File: config.mk
export PLATFORM = sky130hd
export DESIGN_NAME = pingpong_sym_reader
export DESIGN_NICKNAME = d
export VERILOG_FILES = /design/src/rtl/pingpong_sym_reader.sv
export SDC_FILE = /design/constraint.sdc
export NUM_CORES = 1
export LEC_CHECK = 0
export CAP_MARGIN = 20
export CORE_MARGIN = 4
export CORE_UTILIZATION = 59
export CTS_BUF_LIST = sky130_fd_sc_hd__clkbuf_4
export CTS_CLUSTER_DIAMETER = 40
export DETAILED_ROUTE_END_ITERATION = 16
export PLACE_DENSITY = 0.87
export RECOVER_POWER = 100
export REMOVE_ABC_BUFFERS = 1
export SLEW_MARGIN = 20
export SYNTH_ARGS = -nofsm -noshare
export SYNTH_HDL_FRONTEND = slang
export SYNTH_SLANG_ARGS = --single-unit
File: constraint.sdc
create_clock -name CLK_Rd -period 9.3 [get_ports CLK_Rd]
set_input_delay 2.79 -clock CLK_Rd [delete_from_list [all_inputs] [get_ports CLK_Rd]]
set_output_delay 2.79 -clock CLK_Rd [all_outputs]
set_load 0.01 [all_outputs]
File: src/rtl/pingpong_sym_reader.sv
// Read side of the modulation-symbol ping-pong buffer: queues completed banks,
// reads them from the symbol RAMs and streams I/Q over valid/ready.
//
// state | meaning
// IDLE  | wait for a queued bank, pop its length
// READ  | issue RAM reads under the output-buffer credit limit
// DRAIN | wait for the last-tagged sample to be accepted, then free the bank
module pingpong_sym_reader #(
  parameter int DATA_WIDTH = 18,
  parameter int ADDR_WIDTH = 11,
  parameter int MAX_SYMS   = 1200
) (
  input  logic                         CLK_Rd,
  input  logic                         RST_Rd,
  input  logic                         Bank_Ready,
  input  logic [ADDR_WIDTH-1:0]        Bank_Len,
  output logic                         Rd_en,
  output logic [ADDR_WIDTH-1:0]        Rd_addr,
  output logic                         Bank_Sel,
  input  logic signed [DATA_WIDTH-1:0] Rd_data_I,
  input  logic signed [DATA_WIDTH-1:0] Rd_data_Q,
  output logic signed [DATA_WIDTH-1:0] Out_I,
  output logic signed [DATA_WIDTH-1:0] Out_Q,
  output logic                         Out_Valid,
  input  logic                         Out_Ready,
  output logic                         Out_Last,
  output logic                         Bank_Free,
  output logic                         Overrun
);

  localparam logic [ADDR_WIDTH-1:0] MAX_LEN = ADDR_WIDTH'(MAX_SYMS);

  typedef enum logic [1:0] {
    S_IDLE  = 2'd0,
    S_READ  = 2'd1,
    S_DRAIN = 2'd2
  } state_t;

  state_t state, state_nxt;

  logic [ADDR_WIDTH-1:0] len_mem [2];
  logic                  len_wr_ptr, len_rd_ptr;
  logic [1:0]            len_cnt;
  logic [1:0]            pending;

  logic [ADDR_WIDTH-1:0] addr_cnt, remain_cnt;
  logic                  bank_sel_q, bank_free_q, overrun_q;
  logic                  rd_pend_q, rd_last_q;

  logic signed [DATA_WIDTH-1:0] ob_i [2];
  logic signed [DATA_WIDTH-1:0] ob_q [2];
  logic                         ob_last [2];
  logic                         ob_wr_ptr, ob_rd_ptr;
  logic [1:0]                   ob_cnt;

  logic [ADDR_WIDTH-1:0] len_in;
  logic                  push_ok, pop_len, rd_issue, free_set, out_pop;
  logic [2:0]            credit_used;

  assign len_in  = (Bank_Len > MAX_LEN) ? MAX_LEN : Bank_Len;
  // A bank released in the same cycle makes room for the incoming one
  assign push_ok = Bank_Ready && ((pending != 2'd2) || bank_free_q);

  assign Out_Valid = (ob_cnt != 2'd0);
  assign Out_I     = ob_i[ob_rd_ptr];
  assign Out_Q     = ob_q[ob_rd_ptr];
  assign Out_Last  = Out_Valid && ob_last[ob_rd_ptr];
  assign out_pop   = Out_Valid && Out_Ready;

  // Buffer slots committed after this cycle's pop; keeps 1 sample/cycle flow
  assign credit_used = {1'b0, ob_cnt} + {2'b00, rd_pend_q} - {2'b00, out_pop};

  assign Rd_en     = rd_issue;
  assign Rd_addr   = addr_cnt;
  assign Bank_Sel  = bank_sel_q;
  assign Bank_Free = bank_free_q;
  assign Overrun   = overrun_q;

  always_ff @(posedge CLK_Rd) begin
    if (RST_Rd) state <= S_IDLE;
    else        state <= state_nxt;
  end

  always_comb begin
    state_nxt = state;
    pop_len   = 1'b0;
    rd_issue  = 1'b0;
    free_set  = 1'b0;
    case (state)
      S_IDLE: begin
        if ((len_cnt != 2'd0) && !bank_free_q) begin
          pop_len = 1'b1;
          if (len_mem[len_rd_ptr] == '0) free_set  = 1'b1;
          else                           state_nxt = S_READ;
        end
      end
      S_READ: begin
        if ((remain_cnt != '0) && (credit_used < 3'd2)) begin
          rd_issue = 1'b1;
          if (remain_cnt == ADDR_WIDTH'(1)) state_nxt = S_DRAIN;
        end
      end
      S_DRAIN: begin
        if (out_pop && Out_Last) begin
          free_set  = 1'b1;
          state_nxt = S_IDLE;
        end
      end
      default: state_nxt = S_IDLE;
    endcase
  end

  always_ff @(posedge CLK_Rd) begin
    if (RST_Rd) begin
      len_mem[0] <= '0;
      len_mem[1] <= '0;
      len_wr_ptr <= 1'b0;
      len_rd_ptr <= 1'b0;
      len_cnt    <= 2'd0;
      pending    <= 2'd0;
      overrun_q  <= 1'b0;
    end else begin
      if (push_ok) begin
        len_mem[len_wr_ptr] <= len_in;
        len_wr_ptr          <= ~len_wr_ptr;
      end
      if (pop_len) len_rd_ptr <= ~len_rd_ptr;
      case ({push_ok, pop_len})
        2'b10:   len_cnt <= len_cnt + 2'd1;
        2'b01:   len_cnt <= len_cnt - 2'd1;
        default: len_cnt <= len_cnt;
      endcase
      // pending covers queued banks plus the one being read, until released
      case ({push_ok, bank_free_q})
        2'b10:   pending <= pending + 2'd1;
        2'b01:   pending <= pending - 2'd1;
        default: pending <= pending;
      endcase
      if (Bank_Ready && (pending == 2'd2) && !bank_free_q) overrun_q <= 1'b1;
    end
  end

  always_ff @(posedge CLK_Rd) begin
    if (RST_Rd) begin
      addr_cnt    <= '0;
      remain_cnt  <= '0;
      bank_sel_q  <= 1'b0;
      bank_free_q <= 1'b0;
      rd_pend_q   <= 1'b0;
      rd_last_q   <= 1'b0;
    end else begin
      bank_free_q <= free_set;
      if (free_set) bank_sel_q <= ~bank_sel_q;
      if (pop_len) begin
        addr_cnt   <= '0;
        remain_cnt <= len_mem[len_rd_ptr];
      end else if (rd_issue) begin
        remain_cnt <= remain_cnt - ADDR_WIDTH'(1);
        // Hold the address on the final read so it never passes length-1
        if (remain_cnt != ADDR_WIDTH'(1)) addr_cnt <= addr_cnt + ADDR_WIDTH'(1);
      end
      rd_pend_q <= rd_issue;
      rd_last_q <= rd_issue && (remain_cnt == ADDR_WIDTH'(1));
    end
  end

  always_ff @(posedge CLK_Rd) begin
    if (RST_Rd) begin
      ob_i[0]    <= '0;
      ob_i[1]    <= '0;
      ob_q[0]    <= '0;
      ob_q[1]    <= '0;
      ob_last[0] <= 1'b0;
      ob_last[1] <= 1'b0;
      ob_wr_ptr  <= 1'b0;
      ob_rd_ptr  <= 1'b0;
      ob_cnt     <= 2'd0;
    end else begin
      if (rd_pend_q) begin
        ob_i[ob_wr_ptr]    <= Rd_data_I;
        ob_q[ob_wr_ptr]    <= Rd_data_Q;
        ob_last[ob_wr_ptr] <= rd_last_q;
        ob_wr_ptr          <= ~ob_wr_ptr;
      end
      if (out_pop) ob_rd_ptr <= ~ob_rd_ptr;
      case ({rd_pend_q, out_pop})
        2'b10:   ob_cnt <= ob_cnt + 2'd1;
        2'b01:   ob_cnt <= ob_cnt - 2'd1;
        default: ob_cnt <= ob_cnt;
      endcase
    end
  end

endmodule

Word level (Yosys, flattened, before mapping)
Memory sizes are Yosys's and may differ from the RTL's. A register that Yosys moved wholly into a read port is not among the register bits.
Index checks and enable logic that the tools add are counted.
W data, S select, Z words.
Word-level totals
  register bits: 39
  RAM bits: 96
  bits of input ports: 51
  memories kept: 4
Operators by class
  equality and inequality tests: 17
  add/sub/neg operators: 10
  bitwise operators: 5
  reduce and logical (&&, ||, !) cells: 27
  mux-type cells: 48
  magnitude comparators: 2
Memories
  ob_i: words 2, bits a word 18, rd ports 1, clocked after Yosys merged registers in 1, wr ports 2, RTL line 50  | logic signed [DATA_WIDTH-1:0] ob_i [2];
  ob_q: words 2, bits a word 18, rd ports 1, clocked after Yosys merged registers in 1, wr ports 2, RTL line 51  | logic signed [DATA_WIDTH-1:0] ob_q [2];
  len_mem: words 2, bits a word 11, rd ports 1, clocked after Yosys merged registers in 1, wr ports 2, RTL line 41  | logic [ADDR_WIDTH-1:0] len_mem [2];
  ob_last: words 2, bits a word 1, rd ports 1, clocked after Yosys merged registers in 1, wr ports 2, RTL line 52  | logic ob_last [2];
Operator list (number)
  $mux W11: 4
  $mux W18: 2
  $reduce_or A18 Y1: 2
  $mux W1: 32
  $ne A2 B2 Y1 const B: 6
  $pmux W2 S2: 3
  $reduce_bool A2 Y1: 6
  $add A11 B1 Y11 const B: 1
  $eq A11 B1 Y1 const B: 1
  $gt A11 B11 Y1 const B: 1
  $logic_not A11 Y1: 1
  $ne A11 B1 Y1 const B: 1
  $reduce_bool A11 Y1: 1
  $reduce_or A11 Y1: 1
  $sub A11 B1 Y11 const B: 1
  $eq A2 B2 Y1 const B: 5
  $mux W2: 5
  $logic_and A1 B1 Y1: 9
  $eq A2 B1 Y1 const B: 4
  $add A2 B1 Y2 const B: 3
  $pmux W2 S3: 1
  $sub A2 B1 Y2 const B: 3
  $not A1 Y1: 5
  $reduce_and A5 Y1: 1
  other kinds (10): 10

Longest topological paths before layout
  depth after elaboration: 9
  depth in mapped cells: 11

Least setup slack after synthesis
OpenSTA, ideal clock, no wires.
  path kind: input-to-output
  start point: in Out_Ready
  end point: out Rd_en
  arrival: 4265 ps
  path buffers: 0
  stages: 9
  required time: 6510 ps
  path slack: 2245 ps
  cells stage by stage: nand2b_1 nor2_1 or2_2 nand2_1 fa_1 xnor2_1 and3_1 nand2_1 inv_2
On the way
  longest elaborated chain between the ends: 6
RTL lines
  from (decl): RTL line 25  | input logic Out_Ready,
  $logic_and A1 B1 Y1: RTL line 68  | assign out_pop = Out_Valid && Out_Ready;
  $sub A3 B1 Y3: RTL line 71  | assign credit_used = {1'b0, ob_cnt} + {2'b00, rd_pend_q} - {2'b00, out_pop};
  $lt A3 B2 Y1: RTL line 98  | if ((remain_cnt != '0) && (credit_used < 3'd2)) begin
  $logic_and A1 B1 Y1: RTL line 98
  $mux W1: RTL line 98
  $mux W1: RTL line 89  | case (state)
  to (decl): RTL line 17  | output logic Rd_en,
No other way between the ends.

Worst setup path in the final report
Ends and elaborated chain as after synthesis.

==> key figures <==
STA
  – RSZ-0062 raised after global routing: false
  – Slew headroom: -0.820
  – Count of final setup violators: 0
  – Final worst setup slack: 0.458 ns
  – Setup_tns: 0 ns
  – Worst Clk Skew: 0.0166 ns
  – Final Cycle Share: 0.951
  – Fin crit period: 8.84 ns
  – Measured slew at the worst slew-check pin: 2.73 ns
  – Max Clk Rate: 113 MHz
  – Slew Limit Fails: 156
  – Final hold violation count: 0

Min path
  – Worst Hold Class: reg2reg
  – HP Start: Overrun
  – Hold Path Stages: 2
  – Min-Delay Endpoint: Overrun

Routing
  – Total wire length: 13700 um
  – Post-route antenna net violation count: 0
  – Via Count: 4308
  – DRC: 0
  – DR iter-0 viols: 243
  – Router iterations before antenna repair: 4
  – Vias per cell: 5.67
  – Post-DR wirelength/cell: 18.0 um

Placed design
  – IO buf count: 103
  – Worst slack at placement: 0.653 ns
  – RePlAce Congestion: 0.862
  – DP HPWL: 9350 um

CTS
  – # H-tree levels: 4
  – Post-CTS Setup Bufs: 0
  – Clk Latency, worst-skew pair: 0.54 ns
  – Max clock buf depth: 2
  – Clock slew at reported path FFs: 0.11 ns
  – Clock sink total: 137
  – CTS tree: built
  – Root buf cell: clkbuf_4
  – CTS Hold Bufs: 0
  – Post-CTS Resized: 0
  – Num CTS Buffers: 17

Global routing
  – Number of global-route vias before repair: 4537
  – First-pass GRT wire length: 22500 um
  – Gr usage total: 0.229
  – Antenna violations before repair: 0
  – Largest net degree at the start of global routing: 42
  – Total congestion overflow: 0

Outcome
  – Failing checks: capacitance limit, slew limit
  – Outcome: finished, violations left

Power
  – Max IR drop VDD: 0.184 mV
  – Power, Total: 1750 uW
  – Power per cell area: 227 nW/um^2
  – Total leakage power: 0.00283 uW

Final layout
  – Layout cells sized above 1: 0.119
  – Commonest non-fill, non-tap cell in the layout: edfxtp_1
  – Area of the multi-input gates: 2380 um^2
  – Diodes inserted: 0
  – Final net count: 670
  – Seq. cell area: 3700 um^2
  – Fillers: 690
  – Most frequent cells in the layout: edfxtp_1, and2_0, clkdlybuf4s50_1, dlygate4sd3_1, dfxtp_1
  – Area grow syn2layout: 23.6%

Yosys
  – Sequential share of the synthesized area: 0.595
  – Post-synth ARST share: 0
  – Flops & latches, synth: 137
  – Post-synthesis cell count: 508
  – Yosys warning total: 0
  – Yosys cell types: 55
  – Mapped Avg Cell Area: 12.2 um^2
  – Synth Flop Type: edfxtp_1
  – Number of synthesized flops with an enable pin: 96
  – Post-Syn Area: 6220 um^2

Critical path
  – Worst R2R Path Depth: 2
  – Worst Path Max Fanout: 11
  – CP Capture Type: output port
  – Worst Path Class, Setup: in2out
  – Crit path buffers/inverters: 3
  – WP data arrival: 6.05 ns
  – CP max-delay cell: dlygate4sd3_1
  – CP Cell Sequence: dlygate4sd3_1, nand2b_1, nor2_1, or2_2, nand2_1, fa_1, xnor2_1, and3_1, nand2_1, inv_2, dlygate4sd3_1
  – R2R Path End: ob_i[1][9]
  – Crit path required time: 6.51 ns
  – Worst path max stage delay: 0.64 ns
  – Crit path from: Out_Ready
  – R2r setup slk: 6.01 ns
  – Setup crit start kind: input pin
  – Delay-heaviest family, CP: buffers and inverters
  – Worst flop-to-flop path startpoint: rd_pend_q

Flow run
  – Max_cap viols: 4

Floorplanning
  – Die Wd: 111 um
  – Die H: 111 um
  – Starting Density: 0.605
  – Core Area: 10300 um^2
  – IO Pins: 104
  – Die area: 12300 um^2
  – Placement row count: 37
## cells in the mapped netlist, drive strengths merged (2+ instances only)
cell type / instances / share of area
or3: 4 / 0.0040
ha: 6 / 0.012
mux2: 41 / 0.074
o21ai: 4 / 0.0032
nor4: 11 / 0.013
a31oi: 6 / 0.0060
a211oi: 2 / 0.0024
or2: 3 / 0.0030
buf: 3 / 0.0022
mux2i: 9 / 0.014
or4: 2 / 0.0024
xnor2: 15 / 0.021
nor2: 31 / 0.019
nand4: 4 / 0.0040
nand2b: 4 / 0.0040
nand2: 18 / 0.011
dfxtp: 41 / 0.13
nor3b: 6 / 0.0072
nor4b: 3 / 0.0042
o221a: 2 / 0.0036
edfxtp: 96 / 0.46
a21oi: 17 / 0.014
nor2b: 6 / 0.0060
nor3: 7 / 0.0056
and3: 2 / 0.0020
clkbuf: 20 / 0.012
a21o: 2 / 0.0024
a21boi: 3 / 0.0048
xor2: 4 / 0.0056
and2: 92 / 0.092
inv: 10 / 0.0060
o21a: 6 / 0.0072
nand3: 10 / 0.0080
## worst max-delay path by stage
stage | end | cells after the start
after global placement | Rd_en | 11
after detailed placement | Rd_en | 11
after global routing | Rd_en | 11
final | Rd_en | 11
after floorplan | Rd_en | 9
after CTS | Rd_en | 11
## through the flow
step / instance area [um^2] / cells / hold slack, ns / utilization
finish: 7690 / 760 / 0.493 / 0.748
detailed placement: 7380 / 729 / 0.471 / 0.718
global route: 7690 / 760 / 0.536 / 0.748
CTS: 7720 / 760 / 0.501 / 0.752
global placement: 7380 / 729 / 0.456 / 0.718
floorplan: 6130 / 485 / 0.447 / -
## tightest hold or removal path, cell delays in order (launching register included)
cell and delay [ns]:
dfxtp_1 0.35, a21oi_1 0.05, nor2_1 0.07
## cell type report
class / instances / share of cell area
Sequential cell: 137 / 0.482
Multi-Input combinational cell: 338 / 0.310
Timing Repair Buffer: 108 / 0.137
Clock inverter: 12 / 0.0260
Tap cell: 136 / 0.0221
Clock buffer: 19 / 0.0186
Inverter: 10 / 0.00488
## power breakdown
group	switching (uW)	internal [uW]	leakage, uW
registers	59.9	743	0.00133
clock network	216	245	0.000176
logic	264	218	0.00132
total	539	1210	0.00283
## sequential cells by signal, summed over array words and instances (netlist names), named ones only
signal	flops
len_cnt	2
rd_last_q	1
ob_q	36
Overrun	1
ob_wr_ptr	1
Bank_Free	1
rd_pend_q	1
len_mem	22
len_wr_ptr	1
Bank_Sel	1
pending	2
ob_i	36
ob_cnt	2
remain_cnt	11
Rd_addr	11
ob_rd_ptr	1
len_rd_ptr	1
ob_last	2
state	2
## routing by layer
metal  GRT usage  wire length [um]  vias up
met1       0.266              5560     2089
met5           0                 0        -
li1            -                 -     2047
met4      0.0993               384        0
met3      0.0540               668       33
met2       0.405              7080      139
## logic make-up after synthesis
kind of cell,share of synthesized area
flip-flops,0.595
AND/OR/NAND/NOR,0.191
XOR/XNOR,0.0267
AO/OA/AOI/OAI,0.0631
buffers and inverters,0.0203
multiplexers,0.0887
adder cells (fa/ha/maj),0.0153
No activity file was read; power rests on OpenSTA's default activity.
